### src/rtl/counter_sequencer.sv
// ---------------------------------------------------------------------------
// counter_sequencer
//
// Run/pause/step controller for an up/down display counter. Counting is
// paced by a clock-enable tick from an internal prescaler; there is no
// derived clock. A four-state FSM (IDLE/RUN/PAUSE/DONE) sequences free-run,
// single-step, load and run-to-target operation.
//
// Ports:
//   clk           system clock (only clock)
//   rst           synchronous, active-high reset
//   start_i       pulse: begin/resume counting
//   stop_i        pulse: abort to IDLE (count retained)
//   pause_i       pulse: freeze in PAUSE
//   step_i        pulse: single +/-1 step when not running
//   load_i        pulse: load load_value_i (clamped to MAX_VAL)
//   load_value_i  value for load
//   target_i      stop value for run-to-target mode
//   mode_i        0 = free-run with wrap, 1 = run-to-target
//   reverse_i     0 = count up, 1 = count down
//   count_o       current count
//   state_o       IDLE=00, RUN=01, PAUSE=10, DONE=11
//   busy_o        high while in RUN
//   done_o        one-cycle pulse on entry to DONE
//   tick_o        prescaler tick (RUN only)
// ---------------------------------------------------------------------------
module counter_sequencer #(
    parameter int WIDTH    = 8,
    parameter int TICK_DIV = 25,
    parameter int MAX_VAL  = 255
) (
    input  logic             clk,
    input  logic             rst,
    input  logic             start_i,
    input  logic             stop_i,
    input  logic             pause_i,
    input  logic             step_i,
    input  logic             load_i,
    input  logic [WIDTH-1:0] load_value_i,
    input  logic [WIDTH-1:0] target_i,
    input  logic             mode_i,
    input  logic             reverse_i,
    output logic [WIDTH-1:0] count_o,
    output logic [1:0]       state_o,
    output logic             busy_o,
    output logic             done_o,
    output logic             tick_o
);

    localparam int PW = (TICK_DIV > 1) ? $clog2(TICK_DIV) : 1;
    localparam logic [PW-1:0]    PRESC_LAST = PW'(TICK_DIV - 1);
    localparam logic [WIDTH-1:0] MAX_C      = WIDTH'(MAX_VAL);

    typedef enum logic [1:0] {
        S_IDLE  = 2'b00,
        S_RUN   = 2'b01,
        S_PAUSE = 2'b10,
        S_DONE  = 2'b11
    } state_t;

    // Single winning command per cycle after priority resolution.
    typedef enum logic [2:0] {
        CMD_NONE,
        CMD_STOP,
        CMD_LOAD,
        CMD_PAUSE,
        CMD_START,
        CMD_STEP
    } cmd_t;

    state_t           r_state, w_state_nxt;
    logic [WIDTH-1:0] r_count, w_count_nxt;
    logic [PW-1:0]    r_presc, w_presc_nxt;
    logic             r_done,  w_done_nxt;

    cmd_t             w_cmd;
    logic             w_tick;
    logic [WIDTH-1:0] w_step_val;
    logic [WIDTH-1:0] w_load_val;
    logic             w_hit;

    // Priority: stop > load > pause > start > step. The losers are dropped
    // even when the winner turns out to be ignored in the current state.
    always_comb begin
        w_cmd = CMD_NONE;
        if (stop_i)       w_cmd = CMD_STOP;
        else if (load_i)  w_cmd = CMD_LOAD;
        else if (pause_i) w_cmd = CMD_PAUSE;
        else if (start_i) w_cmd = CMD_START;
        else if (step_i)  w_cmd = CMD_STEP;
    end

    assign w_tick = (r_state == S_RUN) && (r_presc == PRESC_LAST);

    // Wrapping +/-1 inside 0..MAX_VAL.
    always_comb begin
        if (reverse_i)
            w_step_val = (r_count == '0) ? MAX_C : r_count - WIDTH'(1);
        else
            w_step_val = (r_count == MAX_C) ? '0 : r_count + WIDTH'(1);
    end

    assign w_load_val = (load_value_i > MAX_C) ? MAX_C : load_value_i;
    assign w_hit      = mode_i && (w_step_val == target_i);

    always_comb begin
        // NOTE: every next-state signal gets a default first so no path can
        // leave one unassigned, which would infer a latch.
        w_state_nxt = r_state;
        w_count_nxt = r_count;
        w_presc_nxt = '0;
        w_done_nxt  = 1'b0;

        unique case (r_state)
            S_IDLE: begin
                unique case (w_cmd)
                    CMD_START: w_state_nxt = S_RUN;
                    CMD_LOAD:  w_count_nxt = w_load_val;
                    CMD_STEP:  w_count_nxt = w_step_val;
                    default:   ;
                endcase
            end

            S_RUN: begin
                if (w_cmd == CMD_STOP) begin
                    w_state_nxt = S_IDLE;
                end else if (w_cmd == CMD_PAUSE) begin
                    // Prescaler restarts from 0 on resume; partial interval lost.
                    w_state_nxt = S_PAUSE;
                end else if (w_tick) begin
                    w_count_nxt = w_step_val;
                    if (w_hit) begin
                        w_state_nxt = S_DONE;
                        w_done_nxt  = 1'b1;
                    end
                end else begin
                    w_presc_nxt = r_presc + PW'(1);
                end
            end

            S_PAUSE: begin
                unique case (w_cmd)
                    CMD_STOP:  w_state_nxt = S_IDLE;
                    CMD_LOAD:  w_count_nxt = w_load_val;
                    CMD_START: w_state_nxt = S_RUN;
                    CMD_STEP: begin
                        w_count_nxt = w_step_val;
                        if (w_hit) begin
                            w_state_nxt = S_DONE;
                            w_done_nxt  = 1'b1;
                        end
                    end
                    default:   ;
                endcase
            end

            S_DONE: begin
                unique case (w_cmd)
                    CMD_STOP: w_state_nxt = S_IDLE;
                    CMD_LOAD: begin
                        w_count_nxt = w_load_val;
                        w_state_nxt = S_IDLE;
                    end
                    default:  ;
                endcase
            end

            default: w_state_nxt = S_IDLE;
        endcase
    end

    // NOTE: sequential state uses non-blocking assignments so all registers
    // update together from pre-edge values.
    always_ff @(posedge clk) begin
        if (rst) begin
            r_state <= S_IDLE;
            r_count <= '0;
            r_presc <= '0;
            r_done  <= 1'b0;
        end else begin
            r_state <= w_state_nxt;
            r_count <= w_count_nxt;
            r_presc <= w_presc_nxt;
            r_done  <= w_done_nxt;
        end
    end

    assign count_o = r_count;
    assign state_o = r_state;
    assign busy_o  = (r_state == S_RUN);
    assign done_o  = r_done;
    assign tick_o  = w_tick;

endmodule

### config.mk
export PLATFORM = sky130hd
export DESIGN_NAME = counter_sequencer
export DESIGN_NICKNAME = d
export VERILOG_FILES = /design/src/rtl/counter_sequencer.sv
export SDC_FILE = /design/constraint.sdc
export NUM_CORES = 1
export LEC_CHECK = 0
export ABC_CLOCK_PERIOD_IN_PS = 2800
export CORE_MARGIN = 5
export CORE_UTILIZATION = 49
export DETAILED_ROUTE_END_ITERATION = 7
export GPL_TIMING_DRIVEN = 0
export HOLD_SLACK_MARGIN = 0.03
export PLACE_DENSITY = 0.8
export SLEW_MARGIN = 20
export SYNTH_ARGS = -nofsm -noshare
export SYNTH_HDL_FRONTEND = slang
export SYNTH_SLANG_ARGS = --single-unit
export TNS_END_PERCENT = 5
### constraint.sdc
create_clock -name clk -period 2.8 [get_ports clk]
set_input_delay 0.7 -clock clk [delete_from_list [all_inputs] [get_ports clk]]
set_output_delay 0.7 -clock clk [all_outputs]
set_load 0.02 [all_outputs]
Word level (Yosys, flattened, before mapping)
Index checks and enable logic that the tools add are counted.
{"block": "word_totals", "in_bits": 25, "elab_cells": 67, "output_inout_bits": 13, "reg_bits": 16}
{"block": "op_classes", "n_lt_le_gt_ge": 1, "eq_ne": 20, "reduce_logical": 9, "add_sub_neg": 3, "n_mux": 29, "bitwise": 1}
{"op": "8-bit two-way mux", "count": 8}
{"op": "8-bit case mux with 3 select lines", "count": 1}
{"op": "8-bit case mux with 2 select lines", "count": 1}
{"op": "3-bit two-way mux", "count": 5}
{"op": "2-bit two-way mux", "count": 6}
{"op": "2-bit != test (second input constant)", "count": 5}
{"op": "8-bit by 1-bit adder with 8-bit output (second input constant)", "count": 1}
{"op": "8-bit == test", "count": 1}
{"op": "8-bit == test (second input constant)", "count": 1}
{"op": "8-bit greater-than comparator (second input constant)", "count": 1}
{"op": "8-bit logical NOT", "count": 1}
{"op": "2-bit case mux with 4 select lines", "count": 1}
{"op": "8-bit by 1-bit subtractor with 8-bit output (second input constant)", "count": 1}
{"op": "3-bit by 2-bit == test with 1-bit output (second input constant)", "count": 2}
{"op": "3-bit == test (second input constant)", "count": 2}
{"op": "2-bit case mux with 3 select lines", "count": 1}
{"op": "5-bit by 1-bit adder with 5-bit output (second input constant)", "count": 1}
{"op": "5-bit == test (second input constant)", "count": 1}
{"op": "1-bit two-way mux", "count": 5}
{"op": "5-bit AND reduction", "count": 1}
{"op": "5-bit OR reduction", "count": 1}
{"op": "2-bit == test (second input constant)", "count": 2}
{"op": "4-bit by 1-bit != test with 1-bit output (second input constant)", "count": 1}
{"op": "4-bit by 3-bit != test with 1-bit output (second input constant)", "count": 1}
{"op": "10 further kinds", "count": 12}

Depth between registers and ports, before layout
{"block": "logic_depth", "ltp_word": 10, "depth_mapped": 10, "mapped_depth_nobuf": 9}

Worst setup path before layout
No wires, ideal clock.
{"block": "synth_timing", "path_type": "register to register", "startpoint": "register r_count[0] (netlist: count_o[0])", "endpoint": "register r_state[0] (netlist: state_o[0])", "required_time_ns": 2.709, "setup_time_ns": 0.091, "period_less_slack_ns": 2.436, "slack_ns": 0.364, "stages_incl_launch_ff": 11, "arrival_ns": 2.345, "path_buffers": 1, "path_cell_list": "dfxtp_1 > buf_6 > inv_1 > ha_1 > nor4b_1 > a2111o_1 > nand4b_2 > xor2_1 > o21ai_1 > a2111o_1 > a311oi_1"}
{"block": "synth_via", "elab_chain_len": 10, "elab_cells_between_ends": 15, "classes_between": "2 x add/sub; 2 x eq/ne; 9 x mux; 2 x reduce/logical"}
{"item": "start, declared", "line_no": "72", "text": "logic [WIDTH-1:0] r_count, w_count_nxt;"}
{"item": "start signal, assigned", "line_no": "182", "text": "r_count <= w_count_nxt;"}
{"item": "8-bit by 1-bit adder with 8-bit output (tied with other cells)", "line_no": "100", "text": "w_step_val = (r_count == MAX_C) ? '0 : r_count + WIDTH'(1);"}
{"item": "8-bit two-way mux, on equally long branches", "line_no": "100, 98"}
{"item": "8-bit two-way mux (*)", "line_no": "97", "text": "if (reverse_i)"}
{"item": "8-bit == test (*)", "line_no": "104", "text": "assign w_hit = mode_i && (w_step_val == target_i);"}
{"item": "1-bit logical AND (*)", "line_no": "104"}
{"item": "2-bit two-way mux (*)"}
{"item": "2-bit two-way mux (3 in series)"}
{"item": "2-bit case mux with 4 select lines (*)"}
{"item": "end signal, assigned", "line_no": "181", "text": "r_state <= w_state_nxt;"}
{"item": "end, declared", "line_no": "71", "text": "state_t r_state, w_state_nxt;"}
Mark *: on every way between the ends. The rest lies on a longest branch, timed or not. The select of a mux whose other input is x is not followed.
A chain may end at the register's enable or synchronous reset.

Worst setup path in the final report
{"block": "layout_timing", "startpoint": "input port reverse_i", "endpoint": "register r_done (netlist: done_o)"}
{"block": "layout_via", "elab_chain_len": 8, "elab_cells_between_ends": 9, "classes_between": "1 x eq/ne; 7 x mux; 1 x reduce/logical"}
{"item": "start, declared", "line_no": "42", "text": "input logic reverse_i,"}
{"item": "8-bit two-way mux (*)", "line_no": "97"}
{"item": "8-bit == test (*)", "line_no": "104"}
{"item": "1-bit logical AND (*)", "line_no": "104"}
{"item": "1-bit two-way mux (*)", "line_no": "132, 148"}
{"item": "1-bit two-way mux", "line_no": "130", "text": "end else if (w_tick) begin"}
{"item": "1-bit two-way mux", "line_no": "127", "text": "end else if (w_cmd == CMD_PAUSE) begin"}
{"item": "1-bit two-way mux", "line_no": "125", "text": "if (w_cmd == CMD_STOP) begin"}
{"item": "1-bit case mux with 2 select lines (*)", "line_no": "114", "text": "unique case (r_state)"}
{"item": "end signal, assigned", "line_no": "184", "text": "r_done <= w_done_nxt;"}
{"item": "end, declared", "line_no": "74", "text": "logic r_done, w_done_nxt;"}
Mark *: on every way between the ends. The rest lies on a longest branch, timed or not.

==> impl_metrics.ini <==
[yosys]
syn_area_per_cell_um2 = 8.26
yosys_most_used_dff = dfxtp_1
yosys.area.top_type = dfxtp_1
syn_nets = 212
async_flop_share_pct = 0
yosys-top-cells-count = 18 x nor2_1, 16 x dfxtp_1, 14 x inv_1
synth_cells = 179
synth_edf_count = 0
netlist_area_mm2 = 0.00148
ys_warn_count = 0
synth-seq-cells = 16
ys_seq_area_share_pct = 21.7
synth.distinct_cells = 51
yosysMostFrequentCell = nor2_1
synthTopCellsByArea = dfxtp_1 22%, ha_1 6.8%, mux2i_1 5.4%
netlist.area_leader.share_pct = 21.7

[final_layout]
diodes = 0
design_area_mm2 = 0.00196
nNetsFinal = 254
drive_gt1_share_pct = 10.9
register_area_um2 = 320
fin_cells = 253
area_delta_synth_final_pct = 32.5
multiInputGateArea_mm2 = 0.00106
nFillCells = 253

[route]
first_pass_iters = 4
drt_iter0_markers = 97
drc = 0
via_per_inst = 5.85
avgRoutedWirePerCell_um = 15.7
wirelength_um = 3980
ant_nets = 0
vias = 1479

[placement]
post-dp-hpwl_um = 3190
place.gp.congestion = 0.933
numPortBuffers = 37
dp_cells = 249
dpl_cell_area_mm2 = 0.00189

[die]
dieArea_mm2 = 0.00421
io_pins = 38
core_area_mm2 = 0.00298
initial_utilization_pct = 49.6
rows = 20
die_h_um = 64.9
die_x_um = 64.9

[power]
p_leak_nw = 0.728
ir_drop_mv = 0.310
power_mw = 1.13
power_per_cell_area_mw_per_mm2 = 577

[global_route]
grt_max_degree = 11
grt_usage_pct = 19.9
grt_pass1_wl_um = 6810
antenna_found_initial = 0
grt_pass1_vias = 1556
grt_overflow = 0

[timing]
holdWs_ns = 0.480
slew-limit-headroom_pct = 54.5
max_freq_mhz = 361
finalHoldViolations = 0
rsz0062_at_grt = yes
setup_tns_ns = 0
fin_worst_skew_ns = 0.00413
layout_min_cycle_time_ns = 2.77
fin_crit_sh_pct = 98.8
slew_violations = 0
worst_slew_pin_slew_ns = 0.682
setup_viol = 0

[worst_setup_path]
end_kind = register
crit_chain = clkdlybuf4s50_1 -> buf_6 -> nand2_4 -> nor4b_4 -> a21o_1 -> mux2i_1 -> o21ai_0 -> a2111o_1 -> nor4bb_1
slowest_stage = clkdlybuf4s50_1
cp.arrival_ns = 2.96
r2r-end = done_o
slowest_delay_ns = 0.49
startpoint_type = input pin
reg2reg_from = count_o[0]
crit_required_ns = 3.00
critPathKind = in2reg
r2r_cells = 10
reg2reg_slack_ns = 0.15
path_max_fanout = 10

[clock_tree]
cts_tree = yes
cts_buffer_depth = 2
cts_setup_buffers = 0
cts-buffers-inserted = 3
clk_latency_ns = 0.29
cts-root-buf = clkbuf_4
cts_max_level = 1
cts_sinks = 16
clk_pin_slew_ns = 0.10
cts.hold.buffers_added = 0

[hold_path]
hold_class = reg2reg
hold_start = r_presc[0]
holdPathEnd = r_presc[0]
min_path_cells = 1

[run]
cap_violations = 0

[outcome]
status = finished clean
==> worst max-delay path by stage <==
stage	from	end	cells after the start
final	reverse_i	done_o	9
after global routing	reverse_i	done_o	9
after CTS	reverse_i	state_o[0]	9
after detailed placement	reverse_i	state_o[0]	9
after global placement	reverse_i	done_o	9
after floorplan	count_o[0]	state_o[0]	10
==> cell type report <==
class	count	share of cell area, %
plain buffers	10	4.15
well taps	33	2.11
clock buffers	4	1.85
inverters	14	2.68
flip-flops and latches	16	16.4
repair buffers	37	18.9
multi-input cells	139	53.9
==> critical path: cells and delay by family <==
kind            cells  cell delay (ns)
compound gates      3             0.79
simple gates        3             0.65
mux                 1             0.19
buf+inv             2             0.64
==> cells by family after synthesis <==
family | Yosys count | synth area share [%]
flip-flops | 16 | 21.7
AO/OA/AOI/OAI | 44 | 21.6
XOR/XNOR | 15 | 8.89
buffers and inverters | 24 | 9.06
AND/OR/NAND/NOR | 64 | 26.6
adder cells (fa/ha/maj) | 8 | 6.77
multiplexers | 8 | 5.42
==> cell usage in the layout, fill, tap and decap left out, types with 3 or more instances in the layout <==
cell type	count
nor3_1	4
a21oi_1	7
a211oi_1	4
buf_6	4
nor2b_1	4
mux2i_1	8
xor2_1	8
buf_4	3
xnor2_1	7
o2bb2ai_1	4
dfxtp_1	16
o21ai_0	3
nand2_1	7
a221oi_1	3
ha_1	8
nand3_1	4
inv_1	14
clkdlybuf4s50_1	37
nor2_1	18
a31oi_1	4
o21ai_1	4
clkbuf_4	3
==> timing repair <==
| item | 4_1_cts | 5_1_grt |
|---|---|---|
| gates resized for setup | 1 | 4 |
| endpoints found under the hold margin | 0 | 0 |
| setup endpoints to repair | 3 | 6 |
==> stage by stage <==
step	setup WS (ns)	util [%]
floorplan	0.364	-
global placement	-0.374	63.4
detailed placement	-0.421	63.4
CTS	0.00340	64.9
global route	-0.00263	65.8
finish	0.0325	65.8
==> sequential cells by signal, summed over array words and instances, names as in the netlist <==
name / count
done_o: 1
count_o: 8
r_presc: 5
state_o: 2
==> per-layer routing <==
metal	global-route usage, %	share of wire (%)	up-vias
met5	0	0	-
met2	36.7	49	43
met4	7.65	2.2	0
met3	3.12	4.4	10
met1	22.7	44	691
li1	-	-	735
==> where the power goes <==
| group | internal [mW] | switching, mW |
|---|---|---|
| Sequential | 0.255 | 0.0275 |
| Combinational | 0.321 | 0.370 |
| Clock | 0.0792 | 0.0766 |
| Total | 0.655 | 0.474 |
Note: power is estimated with default switching activity, not from simulation.
